--- config.mk ---
export PLATFORM = sky130hd
export DESIGN_NAME = seven_seg_scan_ctrl
export DESIGN_NICKNAME = d
export VERILOG_FILES = /design/src/rtl/seven_seg_scan_pkg.sv /design/src/rtl/seven_seg_scan_ctrl_scan_prescaler.sv /design/src/rtl/seven_seg_scan_ctrl.sv
export SDC_FILE = /design/constraint.sdc
export NUM_CORES = 1
export LEC_CHECK = 0
export CORE_MARGIN = 2
export CORE_UTILIZATION = 55
export CTS_BUF_LIST = sky130_fd_sc_hd__clkbuf_8
export CTS_CLUSTER_SIZE = 28
export DETAILED_ROUTE_END_ITERATION = 16
export GPL_TIMING_DRIVEN = 0
export PLACE_DENSITY = 0.78
export SYNTH_ARGS = -nofsm -noshare
export SYNTH_HDL_FRONTEND = slang
export SYNTH_SLANG_ARGS = --single-unit
--- constraint.sdc ---
create_clock -name clk -period 3 [get_ports clk]
set_clock_uncertainty 0.2 [all_clocks]
set_input_delay 0.9 -clock clk [delete_from_list [all_inputs] [get_ports clk]]
set_output_delay 0.9 -clock clk [all_outputs]
set_load 0.005 [all_outputs]
--- src/rtl/seven_seg_scan_pkg.sv ---
// Shared types and constants for the multiplexed seven-segment scan controller.
// Macro LEADING_ZERO_BLANK_EN (used by seven_seg_scan_ctrl) enables leading-zero suppression.
package seven_seg_scan_pkg;

  localparam int unsigned BCD_W           = 4;
  localparam int unsigned DEF_NUM_DIGITS  = 4;
  localparam int unsigned DEF_REFRESH_DIV = 50000;
  localparam int unsigned DEF_BLANK_CYC   = 16;

  typedef enum logic [1:0] {
    ST_IDLE  = 2'd0,
    ST_SHOW  = 2'd1,
    ST_BLANK = 2'd2
  } scan_state_e;

  // Bits needed to hold a count from 0 to max_val-1.
  function automatic int unsigned cnt_width(input int unsigned max_val);
    if (max_val < 2) begin
      return 1;
    end
    return 32'($clog2(max_val));
  endfunction

endpackage

--- src/rtl/seven_seg_scan_ctrl_scan_prescaler.sv ---
// Slot timer: counts cycles within a scan state and flags the terminal count.
module scan_prescaler #(
  parameter int unsigned CNT_W = 16
) (
  input  logic             clk,
  input  logic             reset,
  input  logic             clear_i,
  input  logic             enable_i,
  input  logic [CNT_W-1:0] term_i,
  output logic             tc_c
);

  logic [CNT_W-1:0] count_q;
  logic [CNT_W-1:0] count_d;

  assign tc_c = enable_i && (count_q == term_i);

  // Self-wraps at terminal count so back-to-back slots need no extra clear.
  always_comb begin
    count_d = count_q;
    if (clear_i) begin
      count_d = '0;
    end else if (enable_i) begin
      count_d = tc_c ? '0 : count_q + CNT_W'(1);
    end
  end

  always_ff @(posedge clk) begin
    if (reset) begin
      count_q <= '0;
    end else begin
      count_q <= count_d;
    end
  end

endmodule

--- src/rtl/seven_seg_scan_ctrl.sv ---
// Time-multiplexed BCD digit scanner with blanking guard and frame-aligned display update.
// Optional leading-zero suppression is built when LEADING_ZERO_BLANK_EN is defined.
module seven_seg_scan_ctrl
  import seven_seg_scan_pkg::*;
#(
  parameter int unsigned NUM_DIGITS  = DEF_NUM_DIGITS,
  parameter int unsigned REFRESH_DIV = DEF_REFRESH_DIV,
  parameter int unsigned BLANK_CYC   = DEF_BLANK_CYC
) (
  input  logic                        clk,
  input  logic                        reset,
  input  logic                        enable,
  input  logic                        load,
  input  logic [BCD_W*NUM_DIGITS-1:0] digits_in,
  output logic [BCD_W-1:0]            bcd_out,
  output logic [NUM_DIGITS-1:0]       digit_sel,
  output logic                        frame_done
);

  localparam int unsigned DATA_W     = BCD_W * NUM_DIGITS;
  localparam int unsigned IDX_W      = 32'($clog2(NUM_DIGITS));
  localparam int unsigned CNT_W      = cnt_width(REFRESH_DIV);
  localparam int unsigned SHOW_TERM  = REFRESH_DIV - 1;
  localparam int unsigned BLANK_TERM = (BLANK_CYC > 0) ? BLANK_CYC - 1 : 0;

  scan_state_e           state_q, state_d;
  logic [IDX_W-1:0]      index_q, index_d;
  logic [DATA_W-1:0]     pending_q, pending_d;
  logic [DATA_W-1:0]     active_q, active_d;
  logic [BCD_W-1:0]      bcd_q, bcd_d;
  logic [NUM_DIGITS-1:0] sel_q, sel_d;
  logic                  fd_q, fd_d;

  logic                  slot_tc;
  logic                  pre_clear;
  logic [CNT_W-1:0]      pre_term;
  logic [IDX_W-1:0]      idx_nxt;
  logic                  wrap;
  logic                  copy;
  logic [NUM_DIGITS-1:0] lit;
`ifdef LEADING_ZERO_BLANK_EN
  logic                  nz_above;
`endif

  assign pre_clear = (state_q == ST_IDLE) || !enable;
  assign pre_term  = (state_q == ST_BLANK) ? CNT_W'(BLANK_TERM) : CNT_W'(SHOW_TERM);
  assign wrap      = (index_q == IDX_W'(NUM_DIGITS - 1));
  assign idx_nxt   = wrap ? '0 : index_q + IDX_W'(1);

  scan_prescaler #(
    .CNT_W (CNT_W)
  ) u_prescaler (
    .clk      (clk),
    .reset    (reset),
    .clear_i  (pre_clear),
    .enable_i (1'b1),
    .term_i   (pre_term),
    .tc_c     (slot_tc)
  );

  // Next-state, data registers and registered outputs.
  always_comb begin
    state_d   = state_q;
    index_d   = index_q;
    pending_d = load ? digits_in : pending_q;
    active_d  = active_q;
    bcd_d     = bcd_q;
    sel_d     = '0;
    fd_d      = 1'b0;
    copy      = 1'b0;
    lit       = '1;
`ifdef LEADING_ZERO_BLANK_EN
    nz_above  = 1'b0;
`endif

    case (state_q)
      ST_IDLE: begin
        if (enable) begin
          state_d = ST_SHOW;
          index_d = '0;
          copy    = 1'b1;
        end
      end
      ST_SHOW: begin
        if (slot_tc) begin
          if (BLANK_CYC == 0) begin
            index_d = idx_nxt;
            copy    = wrap;
            fd_d    = wrap;
          end else begin
            state_d = ST_BLANK;
          end
        end
      end
      ST_BLANK: begin
        if (slot_tc) begin
          state_d = ST_SHOW;
          index_d = idx_nxt;
          copy    = wrap;
          fd_d    = wrap;
        end
      end
      default: state_d = ST_IDLE;
    endcase

    // Dropping enable aborts the frame; digit data is retained.
    if (!enable) begin
      state_d = ST_IDLE;
      index_d = '0;
      copy    = 1'b0;
      fd_d    = 1'b0;
    end

    // A load on a copy edge bypasses pending so it shows in this frame.
    if (copy) begin
      active_d = load ? digits_in : pending_q;
    end

`ifdef LEADING_ZERO_BLANK_EN
    for (int i = int'(NUM_DIGITS) - 1; i > 0; i--) begin
      nz_above = nz_above || (active_d[i*BCD_W +: BCD_W] != '0);
      lit[i]   = nz_above;
    end
`endif

    if (state_d == ST_SHOW) begin
      for (int unsigned i = 0; i < NUM_DIGITS; i++) begin
        if (index_d == IDX_W'(i)) begin
          bcd_d    = active_d[i*BCD_W +: BCD_W];
          sel_d[i] = lit[i];
        end
      end
    end
  end

  always_ff @(posedge clk) begin
    if (reset) begin
      state_q   <= ST_IDLE;
      index_q   <= '0;
      pending_q <= '0;
      active_q  <= '0;
      bcd_q     <= '0;
      sel_q     <= '0;
      fd_q      <= 1'b0;
    end else begin
      state_q   <= state_d;
      index_q   <= index_d;
      pending_q <= pending_d;
      active_q  <= active_d;
      bcd_q     <= bcd_d;
      sel_q     <= sel_d;
      fd_q      <= fd_d;
    end
  end

  assign bcd_out    = bcd_q;
  assign digit_sel  = sel_q;
  assign frame_done = fd_q;

endmodule

Word level (Yosys, flattened, before mapping)
Cells that the tools add are included.
- register bits after elaboration: 61
- bits in latches: 0
- bits in writable memories: 0
- bits in read-only memories: 0
- bits of input ports: 20
- output and inout port bits: 9
- word-level logic and storage cells: 52
- memories kept: 0
- $add $sub $neg: 2
- multiply operators: 0
- divide/modulo/power cells: 0
- magnitude comparators: 0
- equality and inequality tests: 8
- shifts and indexed selects: 0
- multiplexer cells: 22
- bitwise operators: 3
- reductions and logical operators: 9
- operators with widths (cell ; count):
    $mux 16 ; 3
    $add 16x1->16 const B ; 1
    $eq 16x16->1 ; 1
    $mux 4 ; 4
    $mux 2 ; 6
    $eq 2x2->1 const B ; 4
    $eq 2x1->1 const B ; 3
    $mux 1 ; 6
    $pmux 2 s3 ; 1
    $reduce_or 3->1 ; 2
    $logic_not 2->1 ; 2
    $pmux 2 s2 ; 1
    $reduce_bool 4->1 ; 1
    $not 1->1 ; 3
    $add 2x1->2 const B ; 1
    $pmux 1 s2 ; 1
    $reduce_and 2->1 ; 1
    $reduce_or 2->1 ; 1
    $logic_not 1->1 ; 1
    $logic_or 1x1->1 ; 1

Depth between registers and ports, before layout
Gate-level depths: netlist of the first run.
- depth in word-level cells: 11
- depth in mapped cells: 10
- gate-level depth less buffers: 8

By module
From an unflattened synthesis of the first run, not the netlist that was laid out.
- cell total of the unflattened synthesis: 311
- area total of the unflattened synthesis: 2880.3 µm²
- modules (own cells, without submodules) (module ; instances ; cells each ; area each (µm²) ; sequential area each (µm²)):
    seven_seg_scan_ctrl ; 1 ; 198 ; 1851.8 ; 900.9
    scan_prescaler ; 1 ; 113 ; 1028.5 ; 320.3

Least setup slack after synthesis of the first run
No wires, ideal clock.
- kind: input port to flip-flop
- from: input enable
- to: register bcd_q[2] (netlist: bcd_out[2])
- setup time: 0.096 ns
- arrival time: 2.387 ns
- required time: 2.704 ns
- slack: 0.317 ns
- stages: 10
- buffers on the path: 3
- path through: clkbuf_2 -> and3b_1 -> nand4_1 -> a21oi_4 -> or2_1 -> buf_2 -> buf_4 -> a221oi_1 -> nor3_1 -> o41ai_2
- word-level cells in the longest chain between the ends: 6
- elaborated cells between the ends (all ways): 15
- classes of those cells: eq/ne (4); mux (8); reduce/logical (3)
- RTL lines (what ; line ; text):
    start: declaration ; seven_seg_scan_ctrl.sv:12 ; input logic enable,
    $mux 1 ; seven_seg_scan_ctrl.sv:107 ; if (!enable) begin
    $mux 16 ; seven_seg_scan_ctrl.sv:115 ; if (copy) begin
    $mux 4 (4 in series) ; seven_seg_scan_ctrl.sv:128 ; if (index_d == IDX_W'(i)) begin
    end signal: assignment ; seven_seg_scan_ctrl.sv:142 ; bcd_q <= '0;
    end signal: assignment ; seven_seg_scan_ctrl.sv:150 ; bcd_q <= bcd_d;
    end: declaration ; seven_seg_scan_ctrl.sv:30 ; logic [BCD_W-1:0] bcd_q, bcd_d;
Several ways; a longest one is shown, not always the timed one. The select of a mux whose other input is x is not followed.
A chain may end at the register's enable or synchronous reset.

Worst setup path in the final report of the first run
- from: register state_q[0]
- to: register bcd_q[0] (netlist: bcd_out[0])
- word-level cells in the longest chain between the ends: 11
- elaborated cells between the ends (all ways): 27
- classes of those cells: eq/ne (7); mux (16); reduce/logical (4)
- RTL lines (what ; line ; text):
    start: declaration ; seven_seg_scan_ctrl.sv:26 ; scan_state_e state_q, state_d;
    start signal: assignment ; seven_seg_scan_ctrl.sv:146 ; state_q <= state_d;
    $eq 2x2->1 ; seven_seg_scan_ctrl.sv:46, seven_seg_scan_ctrl.sv:76 ;
    $mux 16 ; seven_seg_scan_ctrl.sv:46 ; assign pre_term = (state_q == ST_BLANK) ? CNT_W'(BLANK_TERM) : CNT_W'(SHOW_TERM);
    $eq 16x16->1 ; seven_seg_scan_ctrl_scan_prescaler.sv:16 ; assign tc_c = enable_i && (count_q == term_i);
    $mux 1 ; seven_seg_scan_ctrl.sv:96 ; if (slot_tc) begin
    $pmux 1 s2 ; seven_seg_scan_ctrl.sv:76 ; case (state_q)
    $mux 1 ; seven_seg_scan_ctrl.sv:107 ;
    $mux 16 ; seven_seg_scan_ctrl.sv:115 ;
    $mux 4 (4 in series) ; seven_seg_scan_ctrl.sv:128 ;
Several ways; a longest one is shown, not always the timed one. The select of a mux whose other input is x is not followed.

==> flow_summary.toml, run 1 <==
[cts]
hold_buffers = 0
clock-sinks = 61
clk_latency_ns = 0.34
numCtsBuffers = 9
cts_resized = 0
htree_num_levels = 3
clk_pin_slew_ns = 0.07
cts-root-buf = "clkbuf_8"
post_cts.repair.setup_buffers = 0
cts_tree = "yes"
clk_path_buf_depth = 2

[floorplanning]
die_x_microns = 73.5
num_rows = 25
start_util_pct = 56.7
die_h_microns = 73.5
coreArea_sq_mm = 0.00469
die-area_sq_mm = 0.00541
io_pins = 29

[sta]
relSlewSlack_pct = 50.8
finalSetupViolations = 0
tightest_slew_ns = 0.737
setup_tns_ns = 0
hold_viol = 0
period_minus_slack_ns = 2.78
fmax_mhz = 359
fin_crit_sh_pct = 92.8
rsz0062_at_grt = "no"
maxSlewViolCount = 0

[global_route]
busiest_layer = "met2"
overflow = 0
antenna_found_initial = 0
grt_pass1_wl_microns = 9720
use_met1_pct = 33.4
grt_use_met2_pct = 34.3
grtUsageMet3_pct = 7.13
grt_max_degree = 12
grt_pass1_vias = 2078
grt_usage_pct = 24.1

[logic_synthesis]
yosysUniqueCellTypes = 46
seq_area_frac_synth_pct = 45.9
syn_nets = 309
synth_top_area_share_pct = 45.9
syn_inst = 287
avgSynthCellArea_sq_um = 9.27
synth-xor-area-share_pct = 4.28
synthAdderAreaFrac_pct = 0.941
syn-cell-area_sq_mm = 0.00266
synth_warnings = 0
synth_edf_count = 0
synth-simple-area-share_pct = 26.0
ys_ff_latch = 61
synth.area.top_cells = "dfxtp_1, mux2i_1, nor2_1"
ys.flop_type = "dfxtp_1"
synth-compound-area-share_pct = 12.1
yosys-mux-area-fraction_pct = 7.15
async_flop_share_pct = 0
synth_top_area_cell = "dfxtp_1"
synth_top_family_by_area = "simple AND/OR/NAND/NOR gates"

[power]
power_mw = 1.91
power.internal_mw = 1.49
power_density_mw_per_mm2 = 591
power_switching_uw = 422
clkPwrFrac_pct = 47.0
vdd_drop_max_uv = 369
p_seq_share_pct = 44.6
leakage_nw = 1.29
power.share.combinational_pct = 8.4
netSwitchingFraction_pct = 22.0

[critical_path]
cp.arrival_ns = 2.83
cp_top_family = "simple AND/OR/NAND/NOR gates"
crit_type = "flip-flop to flip-flop"
worstPathMaxFanout = 10
path_cells = "buf_2 > nand2b_2 > or3b_4 > a21oi_1 > mux2i_1 > nand2_1 > o41ai_2"
slowest_stage = "or3b_4"
rrSetupSlack_ns = 0.22
cpPeakStageDelay_ns = 0.45
worst_setup_path_end_kind = "flip-flop"
cp_num_buf_inv = 1
cp-start-kind = "flip-flop"
cp_data_required_time_ns = 3.05

[route]
wl_per_cell_microns = 15.0
vias = 2175
avgViaCountPerCell = 5.68
ant_nets = 0
drt_first_iter_violations = 132
dr.pass1.iters = 5
drc = 0
wl_microns = 5730

[final_layout]
drive_gt1_share_pct = 12.5
num_antenna_cells = 0
multi_input_area_sq_mm = 0.00134
fill_cells = 379
nets = 346
syn2layout_area_growth_pct = 21.6
final_core_utilization_pct = 69.0
ff_latch_area_sq_mm = 0.00122

[outcome]
status = "completed"

[place]
hpwl_microns = 3960
gp_congestion = 0.806
port_buffers = 26

[job]
max-cap-violations = 0

[min_path]
hold_path_class = "flip-flop to flip-flop"
[kinds of logic after synthesis]
logic type / count (synthesis)
flops: 61
xor+xnor: 13
simple gates: 134
mux: 19
compound gates: 40
buf+inv: 18
fa+ha+maj: 2
[path summary, 6_finish.rpt]
path	start	end	depth (start not counted)
setup / recovery	state_q[0]	bcd_out[0]	7
hold / removal	u_prescaler.count_q[0]	u_prescaler.count_q[0]	1
setup reg to reg	state_q[0]	bcd_out[0]	7
hold reg to reg	u_prescaler.count_q[0]	u_prescaler.count_q[0]	1
[power by group through the flow]
stage               Combinational (mW)  Clock [mW]  Sequential (mW)
finish                           0.160       0.900            0.853
floorplan                        0.102           0            0.870
global route                     0.178       0.954            0.856
global placement                 0.155           0            0.871
detailed placement               0.159           0            0.871
CTS                              0.160       0.909            0.853
[Yosys cell counts, types with 2 or more instances]
| cell | count |
|---|---|
| dfxtp_1 | 61 |
| nor2_1 | 43 |
| nand2_1 | 25 |
| mux2i_1 | 19 |
| nor3_1 | 17 |
| a21oi_1 | 11 |
| nand3_1 | 9 |
| xnor2_1 | 9 |
| a211oi_1 | 8 |
| and3_1 | 8 |
| or3_1 | 8 |
| clkbuf_1 | 5 |
| nand3b_1 | 5 |
| a2111oi_0 | 4 |
| a221oi_1 | 4 |
| buf_4 | 4 |
| o41ai_2 | 4 |
| xor2_1 | 4 |
| buf_2 | 3 |
| inv_1 | 3 |
| o21ai_0 | 3 |
| and2_1 | 2 |
| ha_1 | 2 |
| nand4_1 | 2 |
| nor4_2 | 2 |
| or3_2 | 2 |
[area by class of cell]
type / count / area share, %
buffer: 15 / 2.59
clock buffer: 10 / 4.25
clock inverter: 6 / 3.40
inverter: 3 / 0.348
multi-input combinational: 208 / 41.5
sequential: 61 / 37.7
tap: 54 / 2.09
timing repair buffer: 26 / 8.04
[stage by stage]
step | worst slack, ns | hold WS [ns] | std cells | cell area (sq um)
6_report | 0.216 | 0.266 | 383 | 3240
5_1_grt | 0.0127 | 0.288 | 383 | 3240
4_1_cts | 0.229 | 0.274 | 383 | 3240
3_5_place_dp | 0.0603 | 0.253 | 367 | 2990
3_3_place_gp | 0.0789 | 0.244 | 367 | 2990
2_1_floorplan | 0.317 | 0.230 | 287 | 2660
[per-layer routing]
layer	up-vias	wire length, microns	share of wire [%]
li1	1098	-	-
met1	1007	2740	48
met2	61	2560	45
met3	9	331	5.8
met4	0	98	1.7
met5	-	0	0
[cell usage in the layout (no fill, tap or decap), types with 2 or more instances in the layout]
cell,n
a211oi_1,8
buf_2,3
nor4_2,2
xnor2_1,9
and3_1,8
nor2_1,43
clkinvlp_4,2
or3_2,2
mux2i_1,19
nand4_1,2
nand3b_1,5
a2111oi_0,4
inv_1,3
xor2_1,4
clkbuf_1,5
a21oi_1,11
or3_1,8
buf_4,4
o41ai_2,4
bufinv_16,3
o21ai_0,3
a221oi_1,4
clkdlybuf4s50_1,26
and2_1,2
clkbuf_8,10
nor3_1,17
nand2_1,25
nand3_1,9
ha_1,2
dfxtp_1,61
[sequential cells by signal (all words and copies together) (netlist names)]
name                 count
digit_sel                4
active_q                16
state_q                  2
bcd_out                  4
u_prescaler.count_q     16
pending_q               16
index_q                  2
frame_done               1
No activity file was read; power rests on OpenSTA's default activity.
==> inputs of run 2 (changes only) <==
- CTS_CLUSTER_SIZE: 28 -> unset
- HOLD_SLACK_MARGIN: unset -> 0.15
- TNS_END_PERCENT: unset -> 50
==> results of run 2 <==
Same layout as run 1: the final DEF is identical, and so are final timing and power.
==> inputs of run 3 (changes only) <==
- CTS_CLUSTER_DIAMETER: unset -> 60
==> results of run 3 <==
Same layout as run 1: the final DEF is identical, and so are final timing and power.
